<file path="config.mk">
export PLATFORM = sky130hd
export DESIGN_NAME = down_counter_3bit
export DESIGN_NICKNAME = d
export VERILOG_FILES = /design/src/rtl/down_counter_3bit.sv
export SDC_FILE = /design/constraint.sdc
export NUM_CORES = 1
export LEC_CHECK = 0
export BUFFER_PORTS_ARGS = -buffer_cell sky130_fd_sc_hd__buf_2
export CAP_MARGIN = 0
export CELL_PAD_IN_SITES_DETAIL_PLACEMENT = 1
export CELL_PAD_IN_SITES_GLOBAL_PLACEMENT = 1
export CORE_AREA = 2 2 39 41
export CTS_BUF_LIST = sky130_fd_sc_hd__clkbuf_16
export DETAILED_ROUTE_END_ITERATION = 7
export DIE_AREA = 0 0 41 43
export PLACE_DENSITY = 0.55
export SYNTH_ARGS = -nofsm -noshare
export SYNTH_HDL_FRONTEND = slang
export SYNTH_SLANG_ARGS = --single-unit
</file>
<file path="constraint.sdc">
create_clock -name clk -period 3.8 [get_ports clk]
set_input_delay 0.19 -clock clk [delete_from_list [all_inputs] [get_ports clk]]
set_output_delay 0.19 -clock clk [all_outputs]
set_load 0.1 [all_outputs]
</file>
<file path="src/rtl/down_counter_3bit.sv">
// down_counter_3bit: WIDTH-bit synchronous down counter with load, zero flag and cascade borrow (tc).
// Optional DOWN_COUNTER_AUTO_RELOAD_EN: wrap to the last loaded value instead of all ones.
`default_nettype none

module down_counter_3bit #(
  parameter int WIDTH = 3
) (
  input  logic             clk,
  input  logic             reset,
  input  logic             en,
  input  logic             load,
  input  logic [WIDTH-1:0] din,
  output logic [WIDTH-1:0] Q,
  output logic             zero,
  output logic             tc
);

  logic [WIDTH-1:0] toggle;
  logic [WIDTH-1:0] wrap_val;
  logic [WIDTH-1:0] q_next;
  logic             borrow;

  // Borrow chain: a bit toggles when counting and every lower bit is already zero.
  always_comb begin
    toggle    = '0;
    borrow    = en;
    toggle[0] = en;
    for (int i = 1; i < WIDTH; i++) begin
      borrow    = borrow & ~Q[i-1];
      toggle[i] = borrow;
    end
  end

`ifdef DOWN_COUNTER_AUTO_RELOAD_EN
  logic [WIDTH-1:0] reload_q;

  always_ff @(posedge clk or negedge reset) begin
    if (!reset) begin
      reload_q <= '1;
    end else if (load) begin
      reload_q <= din;
    end
  end

  assign wrap_val = reload_q;
`else
  assign wrap_val = '1;
`endif

  assign zero = (Q == '0);
  assign tc   = en & zero;

  always_comb begin
    q_next = Q;
    if (load) begin
      q_next = din;
    end else if (en) begin
      q_next = zero ? wrap_val : (Q ^ toggle);
    end
  end

  always_ff @(posedge clk or negedge reset) begin
    if (!reset) begin
      Q <= '0;
    end else begin
      Q <= q_next;
    end
  end

endmodule

`default_nettype wire
</file>
==> results of run 1 <==
-- cells in the mapped netlist --
cell type | n | area, um2
a21oi_1 | 1 | 5.00
a31o_2 | 1 | 8.76
and2_2 | 1 | 7.51
dfrtp_1 | 3 | 75.1
ha_1 | 2 | 25.0
inv_1 | 2 | 7.51
nand2_1 | 5 | 18.8
nor3_4 | 1 | 16.3
o21ai_0 | 1 | 5.00
o21ai_1 | 2 | 10.0
o21bai_1 | 1 | 7.51
o22ai_1 | 2 | 12.5
-- stage by stage --
step	util (%)	instance area [um2]	hold WS, ns
5_1_grt	26.2	363	0.213
6_report	26.2	363	0.183
3_5_place_dp	19.8	274	-0.00904
3_3_place_gp	19.8	274	-0.00767
2_1_floorplan	-	199	-0.106
4_1_cts	26.2	363	0.186
-- where the power goes --
group | switching [mW] | internal [mW]
clock | 0.0301 | 0.136
sequential | 0.00661 | 0.0359
combinational | 0.0543 | 0.0151
-- how the worst min path moves through the flow --
stage	slack (ns)	end
3_5_place_dp	-0.009	Q[1]
5_1_grt	0.21	Q[1]
4_1_cts	0.19	Q[1]
2_1_floorplan	-0.11	Q[0]
6_report	0.18	Q[2]
3_3_place_gp	-0.008	Q[1]
-- layout make-up --
| class | instances | area (um2) | area share, % |
|---|---|---|---|
| Sequential cell | 3 | 75.1 | 20.7 |
| Clock buffer | 3 | 75.1 | 20.7 |
| Clock inverter | 1 | 3.75 | 1.03 |
| Inverter | 2 | 7.51 | 2.07 |
| Multi-Input combinational cell | 17 | 116 | 32.1 |
| Tap cell | 16 | 20.0 | 5.52 |
| Timing Repair Buffer | 12 | 65.1 | 17.9 |
-- layer usage --
metal / up-vias / GRT usage, %
li1: 109 / -
met1: 92 / 12.1
met2: 16 / 8.13
met3: 4 / 4.71
met4: 0 / 10.0
met5: - / 0
-- logic make-up after synthesis --
kind of cell,count (synthesis),synth area share (%)
fa+ha+maj,2,12.6
buf+inv,2,3.77
compound gates,8,24.5
flops,3,37.7
simple gates,7,21.4
-- worst max-delay path: stages (launching register included) --
cell	delay (ns)
dfrtp_1	0.44
nor3_4	0.26
and2_2	0.16
buf_2	0.41
-- what timing repair did --
item,CTS,global route
hold buffers,1,0
gates resized for setup,0,0
hold endpoints to repair,3,0
==> impl_metrics.toml, run 1 <==
[status]
status = "finished clean"

[cells_and_area]
final_cell_mix = "buf_2 (11), nand2_1 (5), dfrtp_1 (3), inv_1 (3), clkbuf_16 (3)"
largest_reg_flops = 3
antenna_cells = 0
drive_gt1_share_pct = 44.7
final_common_cell = "buf_2"
top_regs = "Q (3)"
finalNonFillerCells = 54
area_growth_pct = 82.4
top_register = "Q"
nNetsFinal = 48
nFillCells = 165

[yosys]
synth.net_count = 31
ys_seq_area_share_pct = 37.7
synth_cell_types = 12
syn_avg_cell_area_um2 = 9.04
syn_inst = 22
synthesis.area_um2 = 199
yosys_warnings = 0
ys_seq_elements = 3

[die]
die-area_mm2 = 0.00176
core_mm2 = 0.00138
die_x_um = 41
rows = 14
ios = 12
initial_utilization_pct = 14.4
die_y_um = 43

[detailed_routing]
wl_met2_um = 196
first_pass_iters = 3
avgViaCountPerCell = 4.09
met1_length_um = 268
wirelength_um = 583
drt-initial-drc-count = 4
ant_nets = 0
num_vias = 221
met3_length_um = 86
wl_per_cell_um = 10.8
drcViolationCount = 0
highest_layer = "met4"

[placed_design]
place.gp.congestion = 0.658
place_inst = 49
post-dp-hpwl_um = 415
dp_slack_ns = 2.33
numPortBuffers = 11

[grt]
overflow = 0
grtUsageTotal_pct = 8.77
first_global_vias = 201
grt_start_max_net_pins = 9
antenna_found_initial = 0
grt_pass1_wl_um = 924

[clock_tree]
post_cts_buffers = 0
cts_tree = "yes"
numCtsBuffers = 3
clkTransAtPathRegs_ns = 0.03
cts_buffer_depth = 2
htreeDepth = 1
cts.sinks = 3
worstSkewPairLatency_ns = 0.22
clockRootBuffer = "clkbuf_16"

[timing]
clock_skew_ns = 0.000796
worst_slack_ns = 2.11
setup_viol = 0
slew_violations = 0
finalCritPeriodShare_pct = 44.5
finalSetupTns_ns = 0
final-hold-violation-count = 0
fin_crit_ns = 1.69
rsz0062_at_grt = "no"
max_freq_mhz = 591
worst_slew_pin_slew_ns = 0.489
slew-limit-headroom_pct = 67.6

[worst_setup_path]
cp.required_ns = 3.61
worstSetupPathType = "reg -> out"
cp-start-kind = "register"
worstRegToRegCells = 6
cp-end-kind = "primary output"
r2r_end = "Q[2]"
cp.arrival_ns = 1.50
r2r_start = "Q[0]"
ff2ff_setup_slack_ns = 2.35
critPathLaunch = "Q[1]"
critPathMaxFanout = 5
endpoint = "tc"

[worst_hold_path]
holdPathStages = 3
min_path_type = "in -> reg"
min_from = "din[2]"

[power]
p_per_area_mw_per_mm2 = 766
p_total_mw = 0.278
ir_drop_v = 0.000350
leakagePower_nw = 0.187

[run]
maxCapViolations = 0
Note: power is estimated with default switching activity, not from simulation.
==> run 2, diff against run 1 <==
--- a/config.mk
+++ b/config.mk
@@ -5,6 +5,7 @@
 export SDC_FILE = /design/constraint.sdc
 export NUM_CORES = 1
 export LEC_CHECK = 0
+export ABC_AREA = 1
 export BUFFER_PORTS_ARGS = -buffer_cell sky130_fd_sc_hd__buf_2
 export CAP_MARGIN = 0
 export CELL_PAD_IN_SITES_DETAIL_PLACEMENT = 1
@@ -13,7 +14,7 @@
 export CTS_BUF_LIST = sky130_fd_sc_hd__clkbuf_16
 export DETAILED_ROUTE_END_ITERATION = 7
 export DIE_AREA = 0 0 41 43
-export PLACE_DENSITY = 0.55
+export PLACE_DENSITY = 0.62
 export SYNTH_ARGS = -nofsm -noshare
 export SYNTH_HDL_FRONTEND = slang
 export SYNTH_SLANG_ARGS = --single-unit
==> constraint.sdc (replaced) <==
create_clock -name clk -period 1.6 [get_ports clk]
set_input_delay 0.08 -clock clk [delete_from_list [all_inputs] [get_ports clk]]
set_output_delay 0.08 -clock clk [all_outputs]
set_load 0.1 [all_outputs]
==> run 2 against run 1 <==
Effect of this change:
- clock-buffer cell count unchanged
- routed wire length up 5.0%
- non-clock buffer count unchanged
- die area unchanged
- final cell count up 28%
- via count up 24%
- critical path depth up 1
- sequential power up 150%
==> impl_metrics.toml, run 2 <==
[worst_setup_path]
worstRegToRegCells = 9
r2r_start = "Q[0]"
cp-start-kind = "register"
cp-end-kind = "primary output"
ff2ff_setup_slack_ns = 0.36
cp.required_ns = 1.52
critPathMaxFanout = 5
r2r_end = "Q[2]"
worstSetupPathType = "reg -> out"
cp.arrival_ns = 1.40

[grt]
grt_pass1_wl_um = 972
antenna_found_initial = 0
first_global_vias = 255
overflow = 0
grtUsageTotal_pct = 8.83
grt_start_max_net_pins = 7

[clock_tree]
post_cts_buffers = 0
cts_buffer_depth = 2
htreeDepth = 1
clockRootBuffer = "clkbuf_16"
cts_tree = "yes"
numCtsBuffers = 3
cts.sinks = 3
worstSkewPairLatency_ns = 0.22
clkTransAtPathRegs_ns = 0.03

[timing]
fin_crit_ns = 1.48
finalCritPeriodShare_pct = 92.5
max_freq_mhz = 676
clock_skew_ns = 0.00289
final-hold-violation-count = 0
rsz0062_at_grt = "no"
finalSetupTns_ns = 0
slew_violations = 0
slew-limit-headroom_pct = 67.3
setup_viol = 0
worst_slew_pin_slew_ns = 0.494

[cells_and_area]
largest_reg_flops = 3
area_growth_pct = 75.7
nFillCells = 181
top_regs = "Q (3)"
nNetsFinal = 63
final_cell_mix = "nand2_1 (12), buf_2 (11), inv_1 (7)"
finalNonFillerCells = 69
multiInputGateArea_um2 = 143
regArea_um2 = 78.8
top_register = "Q"
drive_gt1_share_pct = 43.4
antenna_cells = 0
final_common_cell = "nand2_1"

[power]
pwr-share-seq_pct = 14.6
p_per_area_mw_per_mm2 = 1740
p_sw_share_pct = 36.5
p_switching_mw = 0.264
internal_power_mw = 0.458
leakagePower_nw = 0.229
p_comb_share_pct = 31.6
ir_drop_v = 0.000886
pwr-share-clk_pct = 53.8

[detailed_routing]
num_vias = 275
first_pass_iters = 2
avgViaCountPerCell = 3.99
wirelength_um = 612
wl_per_cell_um = 8.87
drt-initial-drc-count = 2
ant_nets = 0
drcViolationCount = 0

[die]
core_mm2 = 0.00138
die_x_um = 41
initial_utilization_pct = 17.1
ios = 12
rows = 14
die_y_um = 43
die-area_mm2 = 0.00176

[run]
maxCapViolations = 0

[yosys]
synth.area.top_cells = "dfrtp_1 (32%), nand2_1 (19%), inv_1 (11%), nor2_1 (11%), ha_1 (11%)"
synthesis.area_um2 = 236
synth.net_count = 46
syn_inst = 37
yosysTopAreaCellShare_pct = 31.7
ys_async_sr_fraction_pct = 100
synth.top_cells.by_count = "nand2_1 (12), inv_1 (7), nor2_1 (7)"
syn_avg_cell_area_um2 = 6.39
ys_seq_elements = 3
synth_cell_types = 9
yosysTopAreaCell = "dfrtp_1"
ys_seq_area_share_pct = 31.7
synth_edf_count = 0
yosys_warnings = 0
synth_flop_cell = "dfrtp_1"
synth.most_common_cell = "nand2_1"

[worst_hold_path]
min_from = "load"
holdPathStages = 4
min_path_type = "in -> reg"
whs_endpoint = "Q[1]"

[placed_design]
numPortBuffers = 11
post-dp-hpwl_um = 520
place.gp.congestion = 0.735
place_inst = 64

[status]
status = "finished clean"
run 2: metal layers:
layer | vias up | global-route usage [%] | wire [um]
met4 | 0 | 6.00 | 8
met1 | 125 | 8.65 | 238
met5 | - | 0 | 0
li1 | 141 | - | -
met3 | 2 | 4.71 | 46
met2 | 7 | 13.4 | 317
run 2: what timing repair did:
item	CTS	global route
gates resized for setup	0	0
hold buffers	1	0
endpoints found under the hold margin	3	0
run 2: cell families after synthesis:
group                      synth area share, %
and+or+nand+nor                           46.6
DFF                                       31.7
buffers and inverters                     11.1
adders and majority gates                 10.6
run 2: critical path, cell delays in order, from the launching register on:
cell and delay (ns):
dfrtp_2 0.42, nor2_2 0.12, nand2_2 0.13, nor2_4 0.09
buf_2 0.42
run 2: worst max-delay path by stage:
stage,slack (ns),end,cells after the start,start
final,0.12,tc,4,Q[1]
after global routing,0.06,tc,4,Q[1]
after CTS,0.11,tc,4,Q[1]
after detailed placement,0.34,Q[2],9,Q[0]
after global placement,0.34,tc,4,Q[1]
after floorplan,0.04,Q[2],9,Q[0]
run 2: per-stage QoR:
| step | total power [mW] | cell area [um2] | setup WS [ns] | utilization [%] | hold slack [ns] |
|---|---|---|---|---|---|
| floorplan | 0.291 | 251 | 0.0421 | - | -0.216 |
| global placement | 0.332 | 327 | 0.338 | 23.6 | -0.120 |
| detailed placement | 0.336 | 327 | 0.344 | 23.6 | -0.120 |
| CTS | 0.733 | 415 | 0.110 | 30.0 | 0.175 |
| global route | 0.757 | 415 | 0.0633 | 30.0 | 0.191 |
| finish | 0.722 | 415 | 0.120 | 30.0 | 0.169 |
run 2: cell type report:
| cell class | instances | share of cell area [%] |
|---|---|---|
| Multi-Input combinational cell | 27 | 34.3 |
| Sequential cell | 3 | 19.0 |
| Clock buffer | 3 | 18.1 |
| Timing Repair Buffer | 12 | 15.7 |
| Inverter | 7 | 7.23 |
| Tap cell | 16 | 4.82 |
| Clock inverter | 1 | 0.904 |
run 2: power by group through the flow:
stage | logic (mW) | registers [mW] | clock network, mW
final | 0.228 | 0.105 | 0.389
after global routing | 0.243 | 0.107 | 0.408
after CTS | 0.232 | 0.105 | 0.395
after detailed placement | 0.230 | 0.106 | 0
after global placement | 0.226 | 0.106 | 0
after floorplan | 0.0947 | 0.197 | 0
==> run 3, diff against run 2 <==
--- a/config.mk
+++ b/config.mk
@@ -14,7 +14,7 @@
 export CTS_BUF_LIST = sky130_fd_sc_hd__clkbuf_16
 export DETAILED_ROUTE_END_ITERATION = 7
 export DIE_AREA = 0 0 41 43
-export PLACE_DENSITY = 0.62
+export PLACE_DENSITY = 0.58
 export SYNTH_ARGS = -nofsm -noshare
 export SYNTH_HDL_FRONTEND = slang
 export SYNTH_SLANG_ARGS = --single-unit
==> run 3 against run 2 <==
Effect of this change:
- combinational power is essentially flat
- fmax hardly changed
- worst hold slack gained 0.0056 ns
- via count decreased by 1.5%
- global-route usage decreased by 0.092 points
- critical endpoint unchanged
- highest routed layer is now met3
==> impl_metrics.toml, run 3 (synthesis results as in run 2) <==
[status]
status = "finished clean"

[worst_hold_path]
holdPathStages = 4
whs_endpoint = "Q[1]"
min_from = "load"
min_path_type = "in -> reg"

[die]
core_mm2 = 0.00138
initial_utilization_pct = 17.1
ios = 12
die_y_um = 43
die_x_um = 41
rows = 14
die-area_mm2 = 0.00176

[power]
p_per_area_mw_per_mm2 = 1730
leakagePower_nw = 0.229
ir_drop_v = 0.000981
p_total_mw = 0.720

[cells_and_area]
antenna_cells = 0
nFillCells = 183
area_growth_pct = 75.7
top_register = "Q"
largest_reg_flops = 3
drive_gt1_share_pct = 43.4
nNetsFinal = 63
final_common_cell = "nand2_1"
top_regs = "Q (3)"
final_cell_mix = "nand2_1 (12), buf_2 (11), inv_1 (7)"

[worst_setup_path]
worst-path-buf-inv = 1
cp-start-kind = "register"
cp_slowest_cell = "dfrtp_2"
r2r_end = "Q[2]"
cp-end-kind = "primary output"
crit_chain = "nor2_2, nand2_2, nor2_4, buf_2"
worstRegToRegCells = 9
ff2ff_setup_slack_ns = 0.35
critPathMaxFanout = 5
crit_family = "flip-flops"
worstSetupPathType = "reg -> out"
cp.arrival_ns = 1.40
cp.required_ns = 1.52
critPathMaxStageDelay_ns = 0.42
r2r_start = "Q[0]"

[timing]
max_freq_mhz = 676
worst_slew_pin_slew_ns = 0.485
rsz0062_at_grt = "no"
finalSetupTns_ns = 0
finalCritPeriodShare_pct = 92.5
final-hold-violation-count = 0
hold-worst-slack_ns = 0.174
slew-limit-headroom_pct = 67.9
clock_skew_ns = 0.00513
slew_violations = 0
setup_viol = 0
fin_crit_ns = 1.48

[clock_tree]
cts_buffer_depth = 2
cts_tree = "yes"
clockRootBuffer = "clkbuf_16"
clkTransAtPathRegs_ns = 0.03
htreeDepth = 1
worstSkewPairLatency_ns = 0.22
cts.sinks = 3
numCtsBuffers = 3
post_cts_buffers = 0

[run]
maxCapViolations = 0

[grt]
overflow = 0
antenna_found_initial = 0
grt_start_max_net_pins = 7
first_global_vias = 271
grtUsageTotal_pct = 8.73
grt_pass1_wl_mm = 1.04

[detailed_routing]
drcViolationCount = 0
wl_per_cell_um = 8.77
ant_nets = 0
avgViaCountPerCell = 3.93
num_vias = 271
wirelength_um = 605
drt-initial-drc-count = 1
first_pass_iters = 2

[placed_design]
post-dp-hpwl_um = 491
place.gp.congestion = 0.669
numPortBuffers = 11
[run 3: worst max path at each step]
stage	cells after the start	from	end	slack, ns
after floorplan	9	Q[0]	Q[2]	0.04
after global placement	4	Q[1]	tc	0.34
after detailed placement	4	Q[1]	tc	0.34
after CTS	4	Q[1]	tc	0.10
after global routing	4	Q[1]	tc	0.07
final	4	Q[1]	tc	0.12
[run 3: report_power, final]
part	switching [mW]	internal, mW	leakage (nW)
sequential	0.0154	0.0915	0.0318
clock	0.0656	0.322	0.0423
combinational	0.181	0.0443	0.155
total	0.262	0.458	0.229
[run 3: layout make-up]
class	count	area, um2	share of cell area [%]
multi-input cells	27	143	34.3
flip-flops and latches	3	78.8	19.0
clock buffers	3	75.1	18.1
repair buffers	12	65.1	15.7
inverters	7	30.0	7.23
well taps	16	20.0	4.82
clock inverters	1	3.75	0.904
[run 3: repair_timing]
| item | 4_1_cts | 5_1_grt |
|---|---|---|
| hold buffers | 1 | 0 |
| gates resized for setup | 0 | 0 |
| hold endpoints to repair | 3 | 0 |
[run 3: worst register-to-register path, stage by stage, from the launching register on]
cell and delay, ns:
dfrtp_2 0.39, inv_1 0.05, ha_1 0.19, ha_1 0.19, inv_1 0.06, nand2_1 0.04
nand2_1 0.06, nand3_2 0.05, nand2_1 0.06, nand2_1 0.05
[run 3: routing by layer]
metal  share of wire (%)  global-route usage [%]
met5                   0                       0
met4                   0                    2.00
met3                 2.6                    4.71
met2                  49                    14.7
met1                  48                    9.00
[run 3: metrics by stage]
step	worst slack [ns]	std cells	cell area (um2)	util (%)
floorplan	0.0421	37	251	-
global placement	0.337	64	327	23.6
detailed placement	0.335	64	327	23.6
CTS	0.101	69	415	30.0
global route	0.0673	69	415	30.0
finish	0.120	69	415	30.0
